$ cat src/rtl/ltc2308_sampler.sv
// LTC2308 sampling front end: paces conversions, runs the SPI exchange, publishes results with a strobe.
// Optional macro ADC_OVERSAMPLE_EN averages four consecutive conversions into each published sample.
module ltc2308_sampler #(
  parameter int CLK_DIV     = 2,
  parameter int CONV_CYCLES = 80,
  parameter int SAMPLE_DIV  = 1000,
  parameter int CHANNEL     = 0
) (
  input  logic        clk,
  input  logic        reset,
  input  logic        enable,
  output logic        adc_convst,
  output logic        adc_sck,
  output logic        adc_sdi,
  input  logic        adc_sdo,
  output logic [11:0] sample,
  output logic        sample_valid,
  output logic        busy,
  output logic        overrun
);
  localparam logic [2:0] IDLE  = 3'd0;
  localparam logic [2:0] START = 3'd1;
  localparam logic [2:0] WAIT  = 3'd2;
  localparam logic [2:0] SHIFT = 3'd3;
  localparam logic [2:0] DONE  = 3'd4;

  localparam int CMAX  = (CONV_CYCLES > CLK_DIV) ? CONV_CYCLES : CLK_DIV;
  localparam int CNT_W = $clog2(CMAX + 1);
  localparam int TMR_W = $clog2(SAMPLE_DIV);
  localparam logic [2:0]  CH  = 3'(CHANNEL);
  // S/D, O/S, S1, S0, UNI, SLP, then six don't-care zeros
  localparam logic [11:0] CFG = {1'b1, CH[0], CH[2], CH[1], 1'b1, 1'b0, 6'b0};

  logic [TMR_W-1:0] tmr_q, tmr_d;
  logic [2:0]       state_q, state_d;
  logic [CNT_W-1:0] cnt_q, cnt_d;
  logic [3:0]       bit_q, bit_d;
  logic             half_q, half_d;
  logic [11:0]      shreg_q, shreg_d;
  logic             supp_q, supp_d;
  logic             convst_q, convst_d;
  logic             sck_q, sck_d;
  logic             sdi_q, sdi_d;
  logic [11:0]      sample_q, sample_d;
  logic             valid_q, valid_d;
  logic             busy_q, busy_d;
  logic             ovr_q, ovr_d;
  logic             tick, done;
`ifdef ADC_OVERSAMPLE_EN
  logic [13:0]      acc_q, acc_d, acc_sum;
  logic [1:0]       ph_q, ph_d;
`endif

  assign tick = (tmr_q == TMR_W'(SAMPLE_DIV - 1));

  always_comb begin
    tmr_d   = tick ? '0 : tmr_q + 1'b1;
    state_d = state_q;
    cnt_d   = cnt_q;
    bit_d   = bit_q;
    half_d  = half_q;
    shreg_d = shreg_q;
    case (state_q)
      IDLE: if (tick && enable) begin
        state_d = START;
        cnt_d   = '0;
      end
      START: if (cnt_q == CNT_W'(1)) begin
        state_d = WAIT;
        cnt_d   = '0;
      end else cnt_d = cnt_q + 1'b1;
      WAIT: if (cnt_q == CNT_W'(CONV_CYCLES - 1)) begin
        state_d = SHIFT;
        cnt_d   = '0;
        bit_d   = '0;
        half_d  = 1'b0;
      end else cnt_d = cnt_q + 1'b1;
      SHIFT: begin
        // first cycle of each high phase is the SCK rising edge
        if (half_q && cnt_q == '0) shreg_d = {shreg_q[10:0], adc_sdo};
        if (cnt_q == CNT_W'(CLK_DIV - 1)) begin
          cnt_d  = '0;
          half_d = ~half_q;
          if (half_q) begin
            if (bit_q == 4'd11) state_d = DONE;
            else bit_d = bit_q + 1'b1;
          end
        end else cnt_d = cnt_q + 1'b1;
      end
      DONE:    state_d = IDLE;
      default: state_d = IDLE;
    endcase
  end

  // Outputs are registered from next-state values so they line up with the state they describe.
  assign done = (state_q == SHIFT) && (state_d == DONE);

  always_comb begin
    convst_d = (state_d == START);
    busy_d   = (state_d != IDLE);
    sck_d    = (state_d == SHIFT) && half_d;
    sdi_d    = (state_d == SHIFT) ? CFG[4'd11 - bit_d] : 1'b0;
    ovr_d    = ovr_q | (tick && state_q != IDLE);
    supp_d   = done ? 1'b0 : supp_q;
    sample_d = sample_q;
    valid_d  = 1'b0;
`ifdef ADC_OVERSAMPLE_EN
    acc_sum  = acc_q + {2'b00, shreg_d};
    acc_d    = acc_q;
    ph_d     = ph_q;
    if (done && !supp_q) begin
      if (ph_q == 2'd3) begin
        sample_d = acc_sum[13:2];
        valid_d  = 1'b1;
        acc_d    = '0;
        ph_d     = '0;
      end else begin
        acc_d = acc_sum;
        ph_d  = ph_q + 2'd1;
      end
    end
`else
    if (done && !supp_q) begin
      sample_d = shreg_d;
      valid_d  = 1'b1;
    end
`endif
  end

  always_ff @(posedge clk) begin
    if (reset) begin
      tmr_q    <= '0;
      state_q  <= IDLE;
      cnt_q    <= '0;
      bit_q    <= '0;
      half_q   <= 1'b0;
      shreg_q  <= '0;
      supp_q   <= 1'b1;
      convst_q <= 1'b0;
      sck_q    <= 1'b0;
      sdi_q    <= 1'b0;
      sample_q <= '0;
      valid_q  <= 1'b0;
      busy_q   <= 1'b0;
      ovr_q    <= 1'b0;
`ifdef ADC_OVERSAMPLE_EN
      acc_q    <= '0;
      ph_q     <= '0;
`endif
    end else begin
      tmr_q    <= tmr_d;
      state_q  <= state_d;
      cnt_q    <= cnt_d;
      bit_q    <= bit_d;
      half_q   <= half_d;
      shreg_q  <= shreg_d;
      supp_q   <= supp_d;
      convst_q <= convst_d;
      sck_q    <= sck_d;
      sdi_q    <= sdi_d;
      sample_q <= sample_d;
      valid_q  <= valid_d;
      busy_q   <= busy_d;
      ovr_q    <= ovr_d;
`ifdef ADC_OVERSAMPLE_EN
      acc_q    <= acc_d;
      ph_q     <= ph_d;
`endif
    end
  end

  assign adc_convst   = convst_q;
  assign adc_sck      = sck_q;
  assign adc_sdi      = sdi_q;
  assign sample       = sample_q;
  assign sample_valid = valid_q;
  assign busy         = busy_q;
  assign overrun      = ovr_q;
endmodule

$ cat config.mk
export PLATFORM = sky130hd
export DESIGN_NAME = ltc2308_sampler
export DESIGN_NICKNAME = d
export VERILOG_FILES = /design/src/rtl/ltc2308_sampler.sv
export SDC_FILE = /design/constraint.sdc
export NUM_CORES = 1
export LEC_CHECK = 0
export CELL_PAD_IN_SITES_DETAIL_PLACEMENT = 1
export CELL_PAD_IN_SITES_GLOBAL_PLACEMENT = 1
export CORE_ASPECT_RATIO = 2
export CORE_MARGIN = 3
export CORE_UTILIZATION = 43
export CTS_CLUSTER_DIAMETER = 40
export DETAILED_ROUTE_END_ITERATION = 8
export PLACE_DENSITY = 0.87
export SYNTH_ARGS = -nofsm -noshare
export SYNTH_HDL_FRONTEND = slang
export SYNTH_SLANG_ARGS = --single-unit
$ cat constraint.sdc
create_clock -name clk -period 2.5 [get_ports clk]
set_clock_uncertainty 0.1 [all_clocks]
set_input_delay 0.5 -clock clk [delete_from_list [all_inputs] [get_ports clk]]
set_output_delay 0.5 -clock clk [all_outputs]
set_load 0.02 [all_outputs]
==> results of run 1 <==
## repair_timing
item,4_1_cts,5_1_grt
setup endpoints to repair,0,4
gates resized for setup,0,1
hold buffers,0,0
## layout make-up
type	instances	area share
multi-input cells	190	0.4345
flip-flops and latches	56	0.3968
repair buffers	28	0.1019
well taps	60	0.02657
clock buffers	5	0.02436
clock inverters	3	0.009300
inverters	5	0.006643
## sequential cells by signal (all words and copies together), names as in the netlist
register and count:
half_q 1, bit_q 4, cnt_q 7, busy 1
sample 12, adc_sck 1, adc_sdi 1, shreg_q 12
state_q 3, tmr_q 10, adc_convst 1, sample_valid 1
overrun 1, supp_q 1
## cell usage in the layout (no fill, tap or decap), types with 2 or more instances in the layout
cell / Yosys / final
a22oi_1: 2 / 2
or3_1: 2 / 2
nand3_1: 11 / 11
ha_1: 5 / 5
o21ai_0: 3 / 3
nand3b_1: 2 / 2
and4b_1: 2 / 2
nand4_1: 2 / 2
nor2_1: 52 / 52
nand2_1: 9 / 9
nor2b_1: 2 / 2
dfxtp_1: 56 / 56
a31oi_1: 2 / 2
or2_2: 2 / 2
inv_6: 0 / 2
buf_4: 0 / 5
xnor2_1: 4 / 4
inv_1: 5 / 5
nand2b_1: 4 / 4
a2111oi_2: 2 / 2
o311a_1: 2 / 2
a211oi_1: 13 / 13
a21oi_1: 11 / 11
clkbuf_8: 0 / 5
nor4_1: 3 / 3
and3_1: 5 / 5
nor3_1: 7 / 7
clkdlybuf4s50_1: 0 / 21
mux2i_1: 13 / 13
xor2_1: 6 / 6
nand4b_1: 3 / 3
o2111ai_1: 2 / 2
buf_12: 0 / 2
## final timing paths
kind                                             from                      end  slack (ps)  cells after the start
worst max-delay path            cnt_q[1]$_SDFFE_PP0P_       adc_sdi$_SDFF_PP0_         230                      7
worst min register to register    supp_q$_SDFFE_PP1P_  sample_valid$_SDFF_PP0_         370                      1
worst max register to register  cnt_q[1]$_SDFFE_PP0P_       adc_sdi$_SDFF_PP0_         230                      7
worst min-delay path              supp_q$_SDFFE_PP1P_  sample_valid$_SDFF_PP0_         370                      1
## metrics by stage
step	area [um2]	worst slack, ps
6_report	2825	229.3
5_1_grt	2825	60.59
4_1_cts	2818	163.4
3_5_place_dp	2723	163.7
3_3_place_gp	2723	292.6
2_1_floorplan	2426	398.2
## critical path, stage by stage (launching register included)
cell and delay, ps:
dfxtp_1 360, inv_1 90, ha_1 170, or3b_2 540, o311a_1 380, a211o_1 270
and3_1 150, nor3_2 150
## cells by family after synthesis
logic type      after synthesis  share of synthesized area
buf+inv                      20                    0.03507
xor+xnor                     10                    0.03610
mux                          14                    0.05828
flops                        56                     0.4621
simple gates                116                     0.2470
compound gates               45                     0.1356
fa+ha+maj                     5                    0.02579
## where the power goes
part           internal [uW]  switching [uW]
Combinational           13.3            19.7
Sequential               896            4.43
Clock                    207             320
## layer usage
layer	routed length [um]	share of wire	vias to the layer above	GRT usage
li1	-	-	990	-
met1	2224	0.40	975	0.1885
met2	3149	0.56	27	0.3375
met3	113	0.020	7	0.03913
met4	98	0.018	0	0.07110
met5	0	0	-	0
==> metrics.cfg, run 1 <==
[placement]
port_buffers = 21
gp_congestion = 0.8906
dp_hpwl_um = 4211
dp.cells = 339

[power_and_ir_drop]
p_per_area_nw_per_um2 = 516.9
leakagePower_uw = 0.001070
total_power_uw = 1460
ir_drop_mv = 0.4448

[clocking]
h-tree-depth = 2
clock-root-buffer = clkbuf_8
clock_sink_count = 56
cts_buffers = 5
clk_pin_slew_ps = 110
clk_latency_ps = 330
cts_buffer_depth = 2
cts_tree = yes
cts_setup_buffers = 0

[synth]
synthFlopType = dfxtp_1
yosysWarnings = 0
async_flop_share = 0
synthesis.area_um2 = 2426
yosys-top-cells-area = dfxtp_1, nor2_1, mux2i_1
yosys-top-cells-count = dfxtp_1, nor2_1, a211oi_1, mux2i_1
yosys.cell_types.count = 51
synthCells = 266
netlist.area_leader.share = 0.4621
yosysSeqAreaShare = 0.4621
synth_edf_count = 0
synth_area_leader_cell = dfxtp_1
ys_seq_elements = 56
postSynthAreaPerCell_um2 = 9.121
syn_nets = 275
synth_most_common_cell = dfxtp_1

[die]
ios = 22
die_w_um = 59.12
core-area_um2 = 5420
rows = 38
start_util = 0.4476
dieArea_um2 = 6634
die_height_um = 112.2

[drt]
routed-via-count = 1999
vias_per_cell = 5.761
routedWlPerCell_um = 16.10
first_pass_iters = 4
wl_um = 5586
antenna_left = 0
drc_errors = 0
first_iter_violations = 34

[final_layout]
ff_latch_area_um2 = 1121
postLayoutCoreUtil = 0.5212
multi_input_area_um2 = 1227
antennaDiodeCount = 0
finalNetCount = 295
fill_cells = 637
fin_cells = 347
drive_above_1_share = 0.08362
synthToLayoutAreaGrowth_pct = 16.45

[timing]
fin_crit_sh = 0.9083
worst_slew_pin_slew_ps = 530.6
relSlewSlack = 0.6456
fin_crit_ps = 2271
tns_ps = 0
drv_slew = 0
hold_slack_ps = 368.8
final_hold_viol_count = 0
max_freq_mhz = 440.4
rsz0062_at_grt = no
setup_viol = 0

[grt]
grt_usage = 0.1821
grt-ovfl-total = 0
antenna_found_initial = 0
first_global_vias = 2104
grt_max_degree = 40
grt_first_pass_wirelength_um = 9480

[worst_setup_path]
cp.required_ps = 2670
crit_type = reg2reg
cp-start-kind = flip-flop
endpoint_kind = flip-flop
cp_max_fo = 5
critPathArrivalTime_ps = 2440

[outcome]
outcome = finished, final reports clean

[min_path]
hp-class = reg2reg

[flow_run]
drv_cap = 0

No activity file was read; power rests on OpenSTA's default activity.
==> run 2: changes to the inputs <==
--- a/config.mk
+++ b/config.mk
@@ -13,6 +13,8 @@
 export CTS_CLUSTER_DIAMETER = 40
 export DETAILED_ROUTE_END_ITERATION = 8
 export PLACE_DENSITY = 0.87
+export REMOVE_ABC_BUFFERS = 1
+export SKIP_LAST_GASP = 1
 export SYNTH_ARGS = -nofsm -noshare
 export SYNTH_HDL_FRONTEND = slang
 export SYNTH_SLANG_ARGS = --single-unit
==> metrics.cfg, run 2 (synthesis results as in run 1) <==
[worst_setup_path]
worstReg2RegEnd = adc_sdi$_SDFF_PP0_  ; unchanged
critical_path.endpoint = adc_sdi$_SDFF_PP0_  ; unchanged
cp_slowest_cell = or3b_2  ; unchanged
endpoint_kind = flip-flop  ; unchanged
worstSetupStartpoint = cnt_q[1]$_SDFFE_PP0P_  ; unchanged
path_cells = inv_1 > ha_1 > or3b_2 > o311a_1 > a211o_1 > and3_1 > nor3_2  ; unchanged
crit_type = reg2reg  ; unchanged
critPathMaxStageDelay_ps = 530  ; was 540 ps
reg2reg_from = cnt_q[1]$_SDFFE_PP0P_  ; unchanged
critPathArrivalTime_ps = 2440  ; about the same
cp_max_fo = 5  ; unchanged
r2r_slack_ps = 210  ; was 230 ps
cp.required_ps = 2650  ; was 2670 ps
reg2reg_depth = 7  ; unchanged
cp-start-kind = flip-flop  ; unchanged

[power_and_ir_drop]
p_per_area_nw_per_um2 = 554.6  ; was 516.9 nW/um2
p_switching_uw = 317.7  ; was 344.5 uW
p_int_uw = 1262  ; was 1116 uW
p_clk_frac = 0.410  ; was 0.361
ir_drop_mv = 0.4963  ; was 0.4448 mV
swShare = 0.2011  ; was 0.2359
total_power_uw = 1580  ; was 1460 uW
leakagePower_uw = 0.001081  ; was 0.001070 uW
pwr-share-comb = 0.021  ; was 0.023
p_seq_frac = 0.570  ; was 0.616

[drt]
wl_um = 5546  ; was 5586 um
antenna_left = 0  ; unchanged
routed-via-count = 1987  ; was 1,999
drc_errors = 0  ; unchanged
routedWlPerCell_um = 16.03  ; was 16.10 um
first_iter_violations = 57  ; was 34
first_pass_iters = 4  ; unchanged
vias_per_cell = 5.743  ; was 5.761

[clocking]
cts_buffer_depth = 2  ; unchanged
cts_setup_buffers = 0  ; unchanged
cts_tree = yes  ; unchanged
h-tree-depth = 2  ; unchanged
clock_sink_count = 56  ; unchanged
post_cts_resized = 0  ; unchanged
cts_buffers = 5  ; unchanged
clk_latency_ps = 310  ; was 330 ps
cts_hold_buf = 0  ; unchanged
clk_pin_slew_ps = 90  ; was 110 ps
clock-root-buffer = clkbuf_8  ; unchanged

[final_layout]
fin_cells = 346  ; was 347
ff_latch_area_um2 = 1121  ; unchanged
postLayoutCoreUtil = 0.5256  ; was 0.5212
finalNetCount = 294  ; was 295
most-common-layout-cells = dfxtp_1, nor2_1, clkdlybuf4s50_1, a211oi_1, mux2i_1  ; unchanged
drive_above_1_share = 0.08042  ; was 0.08362
layout_commonest_cell = dfxtp_1  ; unchanged
fill_cells = 652  ; was 637
multi_input_area_um2 = 1227  ; unchanged
antennaDiodeCount = 0  ; unchanged
synthToLayoutAreaGrowth_pct = 17.43  ; was 16.45%

[die]
rows = 38  ; unchanged
die_w_um = 59.12  ; unchanged
die_height_um = 112.2  ; unchanged
dieArea_um2 = 6634  ; unchanged
ios = 22  ; unchanged
core-area_um2 = 5420  ; unchanged
start_util = 0.4476  ; unchanged

[placement]
dp_hpwl_um = 3925  ; was 4211 um
dp.cells = 338  ; was 339
port_buffers = 21  ; unchanged
gp_congestion = 0.8481  ; was 0.8906

[timing]
tns_ps = 0  ; unchanged
final_hold_viol_count = 0  ; unchanged
fin_crit_sh = 0.9169  ; was 0.9083
fin_crit_ps = 2292  ; was 2271 ps
rsz0062_at_grt = no  ; unchanged
max_freq_mhz = 436.3  ; was 440.4 MHz
drv_slew = 0  ; unchanged
relSlewSlack = 0.5825  ; was 0.6456
setup_viol = 0  ; unchanged
worst_slew_pin_slew_ps = 625.0  ; was 530.6 ps

[grt]
grt_usage = 0.1854  ; was 0.1821
grt-ovfl-total = 0  ; unchanged
grt_max_degree = 46  ; was 40
grt_first_pass_wirelength_um = 9480  ; unchanged
antenna_found_initial = 0  ; unchanged
first_global_vias = 2051  ; was 2,104

[outcome]
outcome = finished, final reports clean  ; unchanged

[flow_run]
drv_cap = 0  ; unchanged

[min_path]
hp-class = reg2reg  ; unchanged

run 2: cell count changes in the layout (fill, tap and decap cells not counted):
cell | before | now
clkbuf_8 | 5 | 7
inv_6 | 2 | 0
buf_4 | 5 | 4
bufinv_16 | 0 | 1
clkinv_4 | 1 | 0
run 2: worst min-delay path by stage:
stage	start	end	depth (start not counted)
floorplan	supp_q$_SDFFE_PP1P_	sample_valid$_SDFF_PP0_	1
detailed placement	tmr_q[0]$_SDFF_PP0_	tmr_q[0]$_SDFF_PP0_	1
global placement	tmr_q[0]$_SDFF_PP0_	tmr_q[0]$_SDFF_PP0_	1
finish	supp_q$_SDFFE_PP1P_	sample_valid$_SDFF_PP0_	1
global route	tmr_q[0]$_SDFF_PP0_	tmr_q[0]$_SDFF_PP0_	1
CTS	supp_q$_SDFFE_PP1P_	sample_valid$_SDFF_PP0_	1
run 2: metrics by stage:
stage,hold WS (ps),area (um2),worst slack (ps)
6_report,376.6,2849,207.9
5_1_grt,408.6,2849,52.91
4_1_cts,387.9,2841,149.5
3_5_place_dp,364.7,2715,195.5
3_3_place_gp,347.1,2715,294.4
2_1_floorplan,321.6,2360,186.7
run 2: power by group through the flow:
| stage | registers (uW) | logic (uW) | clock network (uW) |
|---|---|---|---|
| after global placement | 920 | 32.0 | 0 |
| final | 900 | 32.6 | 647 |
| after detailed placement | 921 | 32.9 | 0 |
| after floorplan | 919 | 11.1 | 0 |
| after global routing | 901 | 37.1 | 693 |
| after CTS | 900 | 33.4 | 664 |
run 2: critical path, delay by kind of cell, from the launching register on:
kind            cells  cell delay, ps
simple gates        3             850
compound gates      2             650
flops               1             360
fa+ha+maj           1             170
buf+inv             1              90
run 2: final cells by class:
class                           instances  share of cell area
Multi-Input combinational cell        190              0.4308
Clock inverter                          1             0.01054
Sequential cell                        56              0.3935
Tap cell                               60             0.02635
Clock buffer                            7             0.03382
Timing Repair Buffer                   27             0.09838
Inverter                                5            0.006588
run 2: routing by layer:
| metal | vias to the layer above | wire length, um | share of wire | GRT usage |
|---|---|---|---|---|
| met4 | 0 | 177 | 0.032 | 0.09682 |
| met2 | 32 | 3087 | 0.56 | 0.3294 |
| met3 | 15 | 126 | 0.023 | 0.03452 |
| met1 | 954 | 2155 | 0.39 | 0.1975 |
| li1 | 986 | - | - | - |
| met5 | - | 0 | 0 | 0 |
